==> config.mk <==
export PLATFORM = sky130hd
export DESIGN_NAME = l1b_cycle_ctrl
export DESIGN_NICKNAME = d
export VERILOG_FILES = /design/src/rtl/l1b_cycle_ctrl.sv
export SDC_FILE = /design/constraint.sdc
export NUM_CORES = 1
export LEC_CHECK = 0
export BUFFER_PORTS_ARGS = -buffer_cell sky130_fd_sc_hd__buf_2
export CORE_AREA = 2 2 53 55
export CTS_BUF_LIST = sky130_fd_sc_hd__clkbuf_4 sky130_fd_sc_hd__clkbuf_8
export DETAILED_ROUTE_END_ITERATION = 10
export DIE_AREA = 0 0 55 57
export PLACE_DENSITY = 0.83
export SLEW_MARGIN = 20
export SYNTH_ARGS = -nofsm -noshare
export SYNTH_HDL_FRONTEND = slang
export SYNTH_SLANG_ARGS = --single-unit
export TNS_END_PERCENT = 10
==> constraint.sdc <==
create_clock -name hsclk -period 3.1 [get_ports hsclk]
set_clock_uncertainty 0.15 [all_clocks]
set_input_delay 0.31 -clock hsclk [delete_from_list [all_inputs] [get_ports hsclk]]
set_output_delay 0.31 -clock hsclk [all_outputs]
set_load 0.005 [all_outputs]
==> src/rtl/l1b_cycle_ctrl.sv <==
// ---------------------------------------------------------------------------
// l1b_cycle_ctrl
//
// CPU cycle sequencer and memory mapper for the L1B main CPLD. It generates
// the 65816 clock (cpu_phi2) from hsclk and latches the bank byte at the end
// of every low phase. Each cycle is classed as:
//   - fast: local SRAM, or an invalid cycle with no strobes;
//   - slow: a host-bus cycle, stretched so that the high phase lines up with
//     the synchronised BBC phase-0 clock.
// It also holds local mirrors of the shadow-enable and ROM-select registers.
// These are written through the dec_* strobes from the address-decode CPLD.
//
// Parameters
//   LO_CYCLES   : hsclk periods in every cpu_phi2 low phase (>= 2)
//   HI_CYCLES   : hsclk periods in a fast cpu_phi2 high phase (>= 2)
//   SYNC_STAGES : flops in the bbc_phi0 synchroniser (>= 1)
//
// Ports
//   hsclk          in   sole clock
//   resetb         in   asynchronous active-low reset
//   bbc_phi0       in   host phase-0 clock, asynchronous to hsclk
//   cpu_d[7:0]     in   CPU data: bank byte while cpu_phi2=0, write data high
//   cpu_a[15:0]    in   CPU address
//   cpu_vda        in   valid data address
//   cpu_vpa        in   valid program address
//   cpu_rnw        in   1 = read, 0 = write
//   dec_fe4x       in   decode of &FE4x
//   dec_shadow_reg in   decode of the shadow-enable register
//   dec_rom_reg    in   decode of ROMSEL
//   cpu_phi2       out  CPU clock
//   bank[7:0]      out  latched bank byte
//   ram_a[4:0]     out  SRAM A18..A14
//   ram_ceb        out  SRAM chip enable, active low
//   ram_oeb        out  SRAM output enable, active low
//   ram_web        out  SRAM write enable, active low
//   bbc_cycle      out  host-bus cycle in progress
//   shadow_en      out  shadow-enable mirror
//   rom_sel[3:0]   out  ROM-select mirror
// ---------------------------------------------------------------------------
module l1b_cycle_ctrl #(
  parameter int LO_CYCLES   = 2,
  parameter int HI_CYCLES   = 2,
  parameter int SYNC_STAGES = 2
) (
  input  logic        hsclk,
  input  logic        resetb,
  input  logic        bbc_phi0,
  input  logic [7:0]  cpu_d,
  input  logic [15:0] cpu_a,
  input  logic        cpu_vda,
  input  logic        cpu_vpa,
  input  logic        cpu_rnw,
  input  logic        dec_fe4x,
  input  logic        dec_shadow_reg,
  input  logic        dec_rom_reg,
  output logic        cpu_phi2,
  output logic [7:0]  bank,
  output logic [4:0]  ram_a,
  output logic        ram_ceb,
  output logic        ram_oeb,
  output logic        ram_web,
  output logic        bbc_cycle,
  output logic        shadow_en,
  output logic [3:0]  rom_sel
);

  localparam int CntMax = (LO_CYCLES > HI_CYCLES) ? LO_CYCLES : HI_CYCLES;
  localparam int CntW   = (CntMax > 2) ? $clog2(CntMax) : 1;

  localparam logic [CntW-1:0] LoLast = CntW'(LO_CYCLES - 1);
  localparam logic [CntW-1:0] HiLast = CntW'(HI_CYCLES - 1);

  typedef enum logic [1:0] {
    ST_LO        = 2'd0,
    ST_HI        = 2'd1,
    ST_SLOW_WAIT = 2'd2,
    ST_SLOW_HI   = 2'd3
  } state_t;

  state_t                 state_q, state_d;
  logic [CntW-1:0]        cnt_q, cnt_d;
  logic [SYNC_STAGES-1:0] sync_q;
  logic                   phiPrev_q;

  logic [7:0] bank_q, bank_d;
  logic [4:0] ramA_q, ramA_d;
  logic       ramCycle_q, ramCycle_d;
  logic       shPend_q, shPend_d;
  logic       romPend_q, romPend_d;
  logic       shadow_q, shadow_d;
  logic [3:0] rom_q, rom_d;

  logic       phi2_q, phi2_d;
  logic       bbc_q, bbc_d;
  logic       ceb_q, ceb_d;
  logic       oeb_q, oeb_d;
  logic       web_q, web_d;

  logic       phiSync;
  logic       phiRise;
  logic       phiFall;

  logic       cycValid;
  logic       bankZero;
  logic       shadowHit;
  logic       regWrite;
  logic       isRam;
  logic       isSlow;
  logic [4:0] mapA;

  // Only A15/A14 take part in the mapping; the rest of the address bus is
  // decoded by the other CPLD.
  logic       unusedAddrBits;
  assign unusedAddrBits = ^cpu_a[13:0];

  // bbc_phi0 is asynchronous to hsclk, so it passes through a flop chain.
  // Edges are detected on the last stage against a delayed copy of it.
  always_ff @(posedge hsclk or negedge resetb) begin
    if (!resetb) begin
      sync_q    <= '0;
      phiPrev_q <= 1'b0;
    end else begin
      sync_q[0] <= bbc_phi0;
      for (int i = 1; i < SYNC_STAGES; i++) begin
        sync_q[i] <= sync_q[i-1];
      end
      phiPrev_q <= phiSync;
    end
  end

  assign phiSync = sync_q[SYNC_STAGES-1];
  assign phiRise = phiSync & ~phiPrev_q;
  assign phiFall = ~phiSync & phiPrev_q;

  // Cycle decode. It looks at cpu_d directly, because it is evaluated on the
  // same edge that latches the bank byte. Writes to the mirrored registers
  // are always forced onto the host bus, so the host sees them too.
  always_comb begin
    cycValid  = cpu_vda | cpu_vpa;
    bankZero  = (cpu_d == 8'h00);
    shadowHit = bankZero & ~cpu_a[15] & shadow_q & ~dec_fe4x;
    regWrite  = bankZero & ~cpu_rnw & cpu_vda & (dec_shadow_reg | dec_rom_reg);
    isRam     = cycValid & ~regWrite & (~bankZero | shadowHit);
    isSlow    = cycValid & ~isRam;
    if (shadowHit) begin
      mapA = {3'b111, cpu_a[15], cpu_a[14]};
    end else begin
      mapA = {cpu_d[2:0], cpu_a[15], cpu_a[14]};
    end
  end

  // Next-state logic for the sequencer. Outputs are derived from the next
  // state so that they change on the same edge as the state register.
  always_comb begin
    state_d    = state_q;
    cnt_d      = cnt_q;
    bank_d     = bank_q;
    ramA_d     = ramA_q;
    ramCycle_d = ramCycle_q;
    shPend_d   = shPend_q;
    romPend_d  = romPend_q;
    shadow_d   = shadow_q;
    rom_d      = rom_q;

    case (state_q)
      ST_LO: begin
        if (cnt_q == LoLast) begin
          cnt_d      = '0;
          bank_d     = cpu_d;
          ramA_d     = mapA;
          ramCycle_d = isRam;
          shPend_d   = regWrite & dec_shadow_reg;
          romPend_d  = regWrite & dec_rom_reg;
          state_d    = isSlow ? ST_SLOW_WAIT : ST_HI;
        end else begin
          cnt_d = cnt_q + CntW'(1);
        end
      end

      ST_HI: begin
        if (cnt_q == HiLast) begin
          cnt_d   = '0;
          state_d = ST_LO;
        end else begin
          cnt_d = cnt_q + CntW'(1);
        end
      end

      // A level that is already high on entry gives no rise here. That
      // forces a wait for a complete low-to-high transition.
      ST_SLOW_WAIT: begin
        cnt_d = '0;
        if (phiRise) begin
          state_d = ST_SLOW_HI;
        end
      end

      // Write data is valid for the whole high phase. The mirrors therefore
      // capture on the transition back to LO.
      ST_SLOW_HI: begin
        cnt_d = '0;
        if (phiFall) begin
          state_d = ST_LO;
          if (shPend_q) begin
            shadow_d = cpu_d[0];
          end
          if (romPend_q) begin
            rom_d = cpu_d[3:0];
          end
          shPend_d  = 1'b0;
          romPend_d = 1'b0;
        end
      end

      default: begin
        state_d = ST_LO;
        cnt_d   = '0;
      end
    endcase
  end

  // Output decode from the next state. ram_web is released on the last HI
  // clock so that write data is held past the end of the write strobe.
  always_comb begin
    phi2_d = (state_d == ST_HI) || (state_d == ST_SLOW_HI);
    bbc_d  = (state_d == ST_SLOW_WAIT) || (state_d == ST_SLOW_HI);
    ceb_d  = !((state_d == ST_HI) && ramCycle_d);
    oeb_d  = !((state_d == ST_HI) && ramCycle_d && cpu_rnw);
    web_d  = !((state_d == ST_HI) && ramCycle_d && !cpu_rnw && (cnt_d != HiLast));
  end

  // State, cycle-context and output registers. Reset aborts any cycle and
  // strobe at once.
  always_ff @(posedge hsclk or negedge resetb) begin
    if (!resetb) begin
      state_q    <= ST_LO;
      cnt_q      <= '0;
      bank_q     <= 8'h00;
      ramA_q     <= 5'd0;
      ramCycle_q <= 1'b0;
      shPend_q   <= 1'b0;
      romPend_q  <= 1'b0;
      shadow_q   <= 1'b0;
      rom_q      <= 4'h0;
      phi2_q     <= 1'b0;
      bbc_q      <= 1'b0;
      ceb_q      <= 1'b1;
      oeb_q      <= 1'b1;
      web_q      <= 1'b1;
    end else begin
      state_q    <= state_d;
      cnt_q      <= cnt_d;
      bank_q     <= bank_d;
      ramA_q     <= ramA_d;
      ramCycle_q <= ramCycle_d;
      shPend_q   <= shPend_d;
      romPend_q  <= romPend_d;
      shadow_q   <= shadow_d;
      rom_q      <= rom_d;
      phi2_q     <= phi2_d;
      bbc_q      <= bbc_d;
      ceb_q      <= ceb_d;
      oeb_q      <= oeb_d;
      web_q      <= web_d;
    end
  end

  assign cpu_phi2  = phi2_q;
  assign bank      = bank_q;
  assign ram_a     = ramA_q;
  assign ram_ceb   = ceb_q;
  assign ram_oeb   = oeb_q;
  assign ram_web   = web_q;
  assign bbc_cycle = bbc_q;
  assign shadow_en = shadow_q;
  assign rom_sel   = rom_q;

endmodule

# --- Yosys cells after proc, flatten, opt, wreduce, memory -nomap -nowiden ---
# Cells that the tools add are included.
word_totals:
  ff_bits: 32
  inputBits: 33
  out_inout_bits: 23
classes:
  addsub: 1
  eq_ne: 8
  n_mux: 16
  n_bitwise: 25
  n_reduce_logical: 19
ops:
  columns: ["operator", "count"]
  rows:
  - ["1-bit bitwise AND", 13]
  - ["2-bit two-way mux", 5]
  - ["1-bit NOT", 9]
  - ["3-bit AND reduction", 3]
  - ["2-bit equality test (second input constant)", 4]
  - ["8-bit zero test", 1]
  - ["2-bit one-hot mux with 4 select lines", 1]
  - ["1-bit two-way mux", 6]
  - ["1-bit one-hot mux with 2 select lines", 3]
  - ["5-bit two-way mux", 1]
  - ["2-bit by 1-bit equality test with 1-bit output (second input constant)", 2]
  - ["1-bit logical AND", 4]
  - ["1-bit zero test", 4]
  - ["2-bit inequality test (second input constant)", 2]
  - ["2-bit OR reduction", 2]
  - ["1-bit OR", 3]
  - ["2-bit zero test", 1]
  - ["1-bit logical OR", 2]
  - ["2-bit AND reduction", 1]
  - ["2-bit nonzero test", 1]
  - ["1-bit adder (second input constant)", 1]

# --- Longest topological paths before layout ---
depth:
  word_depth: 17
  depth_mapped: 6

# --- Worst setup path before layout ---
# No wires, ideal clock.
synth_path:
  kind: "reg-to-reg"
  startpoint: "reg, netlist name bbc_cycle"
  endpoint: "reg web_q, in the netlist ram_web"
  setup_ns: 0.094
  t_arrival_ns: 1.334
  required_time_ns: 2.856
  setup_slack_ns: 1.522
  path_stages_with_launch: 5
  period_less_slack_ns: 1.578
  cell_sequence: "dfrtp_1 buf_6 nor3b_4 o21ai_2 or4_1"
synth_lines:
  columns: ["element", "line_no", "text"]
  rows:
  - ["to (signal assigned)", "264", "web_q <= web_d;"]
  - ["to (decl)", "97", "logic web_q, web_d;"]

# --- Worst setup path in the final report ---
layout_path:
  startpoint: "reg state_q[0]"
  endpoint: "reg web_q, in the netlist ram_web"
layout_between:
  elab_chain_len: 7
  elab_cells_between_ends: 19
  cone_classes: "eq/ne (4); mux (7); bitwise (1); reduce/logical (7)"
layout_lines:
  columns: ["element", "line_no", "text"]
  rows:
  - ["from (decl)", "80", "state_t state_q, state_d;"]
  - ["from (signal assigned)", "251", "state_q <= state_d;"]
  - ["2-bit equality test, or another cell as far along", "165", "case (state_q)"]
  - ["2-bit one-hot mux with 4 select lines", "165", null]
  - ["2-bit by 1-bit equality test with 1-bit output", "229", "web_d = !((state_d == ST_HI) && ramCycle_d && !cpu_rnw && (cnt_d != HiLast));"]
  - ["1-bit logical AND (2 in series)", "229", null]
  - ["1-bit logical AND *", "229", null]
  - ["1-bit zero test *", "229", null]
  - ["named net web_d", "97", null]
# Mark *: on every way through the listed nets, which the timed path passes. The rest lies on a longest branch.
# A chain may end at the register's enable or synchronous reset.

==> results.sh <==
export IMPL_max_slew_margin_pct=55.2
export IMPL_crit_chain="nor3b_4 > o21ai_2 > or4_1"
export IMPL_crit_slowest_cell="nor3b_4"
export IMPL_core_um2=2620
export IMPL_final_cell_mix="buf_2, nand2_1, dfrtp_1, nor2_1, clkbuf_4"
export IMPL_die_w_um=55
export IMPL_grt_ovfl_total=0
export IMPL_rsz0062_at_grt="no"
export IMPL_drv_slew=0
export IMPL_initial_core_util_pct=47.9
export IMPL_hpwl_mm=2.00
export IMPL_drtIter0Drc=27
export IMPL_syn_area_um2=1250
export IMPL_hold_viol=0
export IMPL_cts_setup_buffers=0
export IMPL_track_usage_pct=20.8
export IMPL_cts_root_buf="clkbuf_4"
export IMPL_postRouteAntennaNets=0
export IMPL_dieHeight_um=57
export IMPL_grt_pass1_wl_mm=4.55
export IMPL_layout_commonest_cell="buf_2"
export IMPL_ys_types=28
export IMPL_status="complete, no violations"
export IMPL_num_rows=19
export IMPL_dieArea_um2=3140
export IMPL_grt_max_degree=32
export IMPL_worstPathArrival_ns=2.09
export IMPL_antenna_found_initial=0
export IMPL_synth_area_per_cell_um2=10.8
export IMPL_cp_end_kind="flip-flop"
export IMPL_period_needed_ns=2.00
export IMPL_gp_congestion=0.765
export IMPL_max_slew_worst_pin_slew_ns=0.672
export IMPL_insertion_delay_ns=0.32
export IMPL_slowest_delay_ns=0.56
export IMPL_drt_wl_total_mm=2.70
export IMPL_powerDensity_nw_per_um2=843
export IMPL_rr_worst_depth=3
export IMPL_whs_ns=0.0275
export IMPL_clk_pin_slew_ns=0.09
export IMPL_synth_warning_count=0
export IMPL_layout_nets=195
export IMPL_holdPathStages=3
export IMPL_routedWlPerCell_um=13.9
export IMPL_ios=56
export IMPL_cp_max_fo=13
export IMPL_cp_start_kind="flip-flop"
export IMPL_via_count=1025
export IMPL_vias_per_cell=5.28
export IMPL_portBuffers=41
export IMPL_drt_pass1_iter_count=4
export IMPL_clockBufferDepth=2
export IMPL_route_detailed_drc=0
export IMPL_synth_cells=116
export IMPL_ir_drop_mv=0.546
export IMPL_ys_ff_latch=31
export IMPL_max_cap_violations=0
export IMPL_fmax_mhz=500
export IMPL_cts_htree_levels=2
export IMPL_drive_gt1_share_pct=36.2
export IMPL_tns_ns=0
export IMPL_utilization_pct=59.8
export IMPL_diodes=0
export IMPL_p_leak_uw=0.000794
export IMPL_hp_class="primary input to flip-flop"
export IMPL_final_setup_viol_count=0
export IMPL_worstSetupPathType="flip-flop to flip-flop"
export IMPL_cp_required_ns=3.19
export IMPL_cts_buffers=5
export IMPL_grt_pass1_vias=999
export IMPL_tritoncts="done"
export IMPL_ys_seq_area_share_pct=62.2
export IMPL_area_growth_pct=24.8
export IMPL_syn_nets=149
export IMPL_fin_crit_sh_pct=64.5
export IMPL_cts_sinks=31
[path summary, 6_finish.rpt]
path                                           start              endpoint  slack, ns
worst max-delay path            state_q[0]$_DFF_PN0_     ram_web$_DFF_PN1_       1.10
worst min-delay path                       cpu_a[14]  ram_a[0]$_DFFE_PN0P_       0.03
worst max register to register  state_q[0]$_DFF_PN0_     ram_web$_DFF_PN1_       1.10
worst min register to register   sync_q[0]$_DFF_PN0_   sync_q[1]$_DFF_PN0_       0.21
max in group asynchronous                     resetb   bank[6]$_DFFE_PN0P_       1.96
min in group asynchronous                     resetb   sync_q[1]$_DFF_PN0_       0.41
[logic make-up (layout without fill, tap and decap cells)]
| kind of cell | count (synthesis) | after routing | synth area share (%) |
|---|---|---|---|
| compound gates | 13 | 13 | 7.29 |
| xor+xnor | 1 | 1 | 0.699 |
| fa+ha+maj | 1 | 1 | 0.798 |
| buf+inv | 6 | 53 | 2.70 |
| flops | 31 | 31 | 62.2 |
| mux | 5 | 5 | 4.49 |
| simple gates | 59 | 59 | 21.9 |
[metal layers]
metal / routed length (µm) / GRT usage (%)
met5: 0 / 0
met4: 55 / 10.1
met3: 222 / 7.85
met2: 1330 / 31.0
met1: 1090 / 26.5
[cell usage after synthesis]
master	number	area (µm²)
nand2_1	38	143
dfrtp_1	28	701
nor2_1	6	22.5
mux2_2	5	56.3
a21oi_1	4	20.0
nand3_1	4	20.0
a22o_1	3	26.3
dfstp_2	3	78.8
clkbuf_1	2	7.51
inv_1	2	7.51
nand4_1	2	12.5
nor2b_1	2	12.5
nor4_1	2	12.5
a211oi_1	1	7.51
and4b_1	1	10.0
buf_4	1	7.51
buf_6	1	11.3
maj3_1	1	10.0
nand3b_1	1	7.51
nor3b_1	1	7.51
nor3b_4	1	18.8
o211ai_1	1	7.51
o21a_1	1	7.51
o21ai_0	1	5.00
o21ai_2	1	8.76
o31a_1	1	8.76
or4_1	1	7.51
xnor2_1	1	8.76
[power breakdown]
group / switching [µW] / internal (µW)
Sequential: 82.3 / 536
Clock: 127 / 142
Combinational: 246 / 185
Total: 455 / 864
[worst max-delay path, delay by kind of cell, from the launching register on]
| kind | cells | cell delay [ns] |
|---|---|---|
| AND/OR/NAND/NOR | 2 | 1.09 |
| flip-flops | 1 | 0.52 |
| AO/OA/AOI/OAI | 1 | 0.16 |
[through the flow]
step | total power (µW) | instance area [µm²] | cells | worst slack (ns)
finish | 1320 | 1560 | 194 | 1.10
global route | 1420 | 1560 | 194 | 0.979
CTS | 1340 | 1560 | 194 | 1.10
detailed placement | 1060 | 1470 | 184 | 1.12
global placement | 1030 | 1470 | 184 | 1.19
floorplan | 880 | 1250 | 116 | 1.52
[final cells by class]
class | instances | area (µm²)
repair buffers | 43 | 225
multi-input cells | 79 | 440
inverters | 2 | 7.51
well taps | 31 | 38.8
clock buffers | 8 | 72.6
flip-flops and latches | 31 | 779
fillers | 248 | 1050
[registers in the layout, indices dropped and copies added (netlist names), 2 cells and up]
| register | count |
|---|---|
| bank | 8 |
| ram_a | 5 |
| rom_sel | 4 |
| sync_q | 2 |
[timing repair]
item,4_1_cts,5_1_grt
gates resized for setup,0,0
endpoints found under the hold margin,29,0
hold buffers,2,0
No activity file was read; power rests on OpenSTA's default activity.
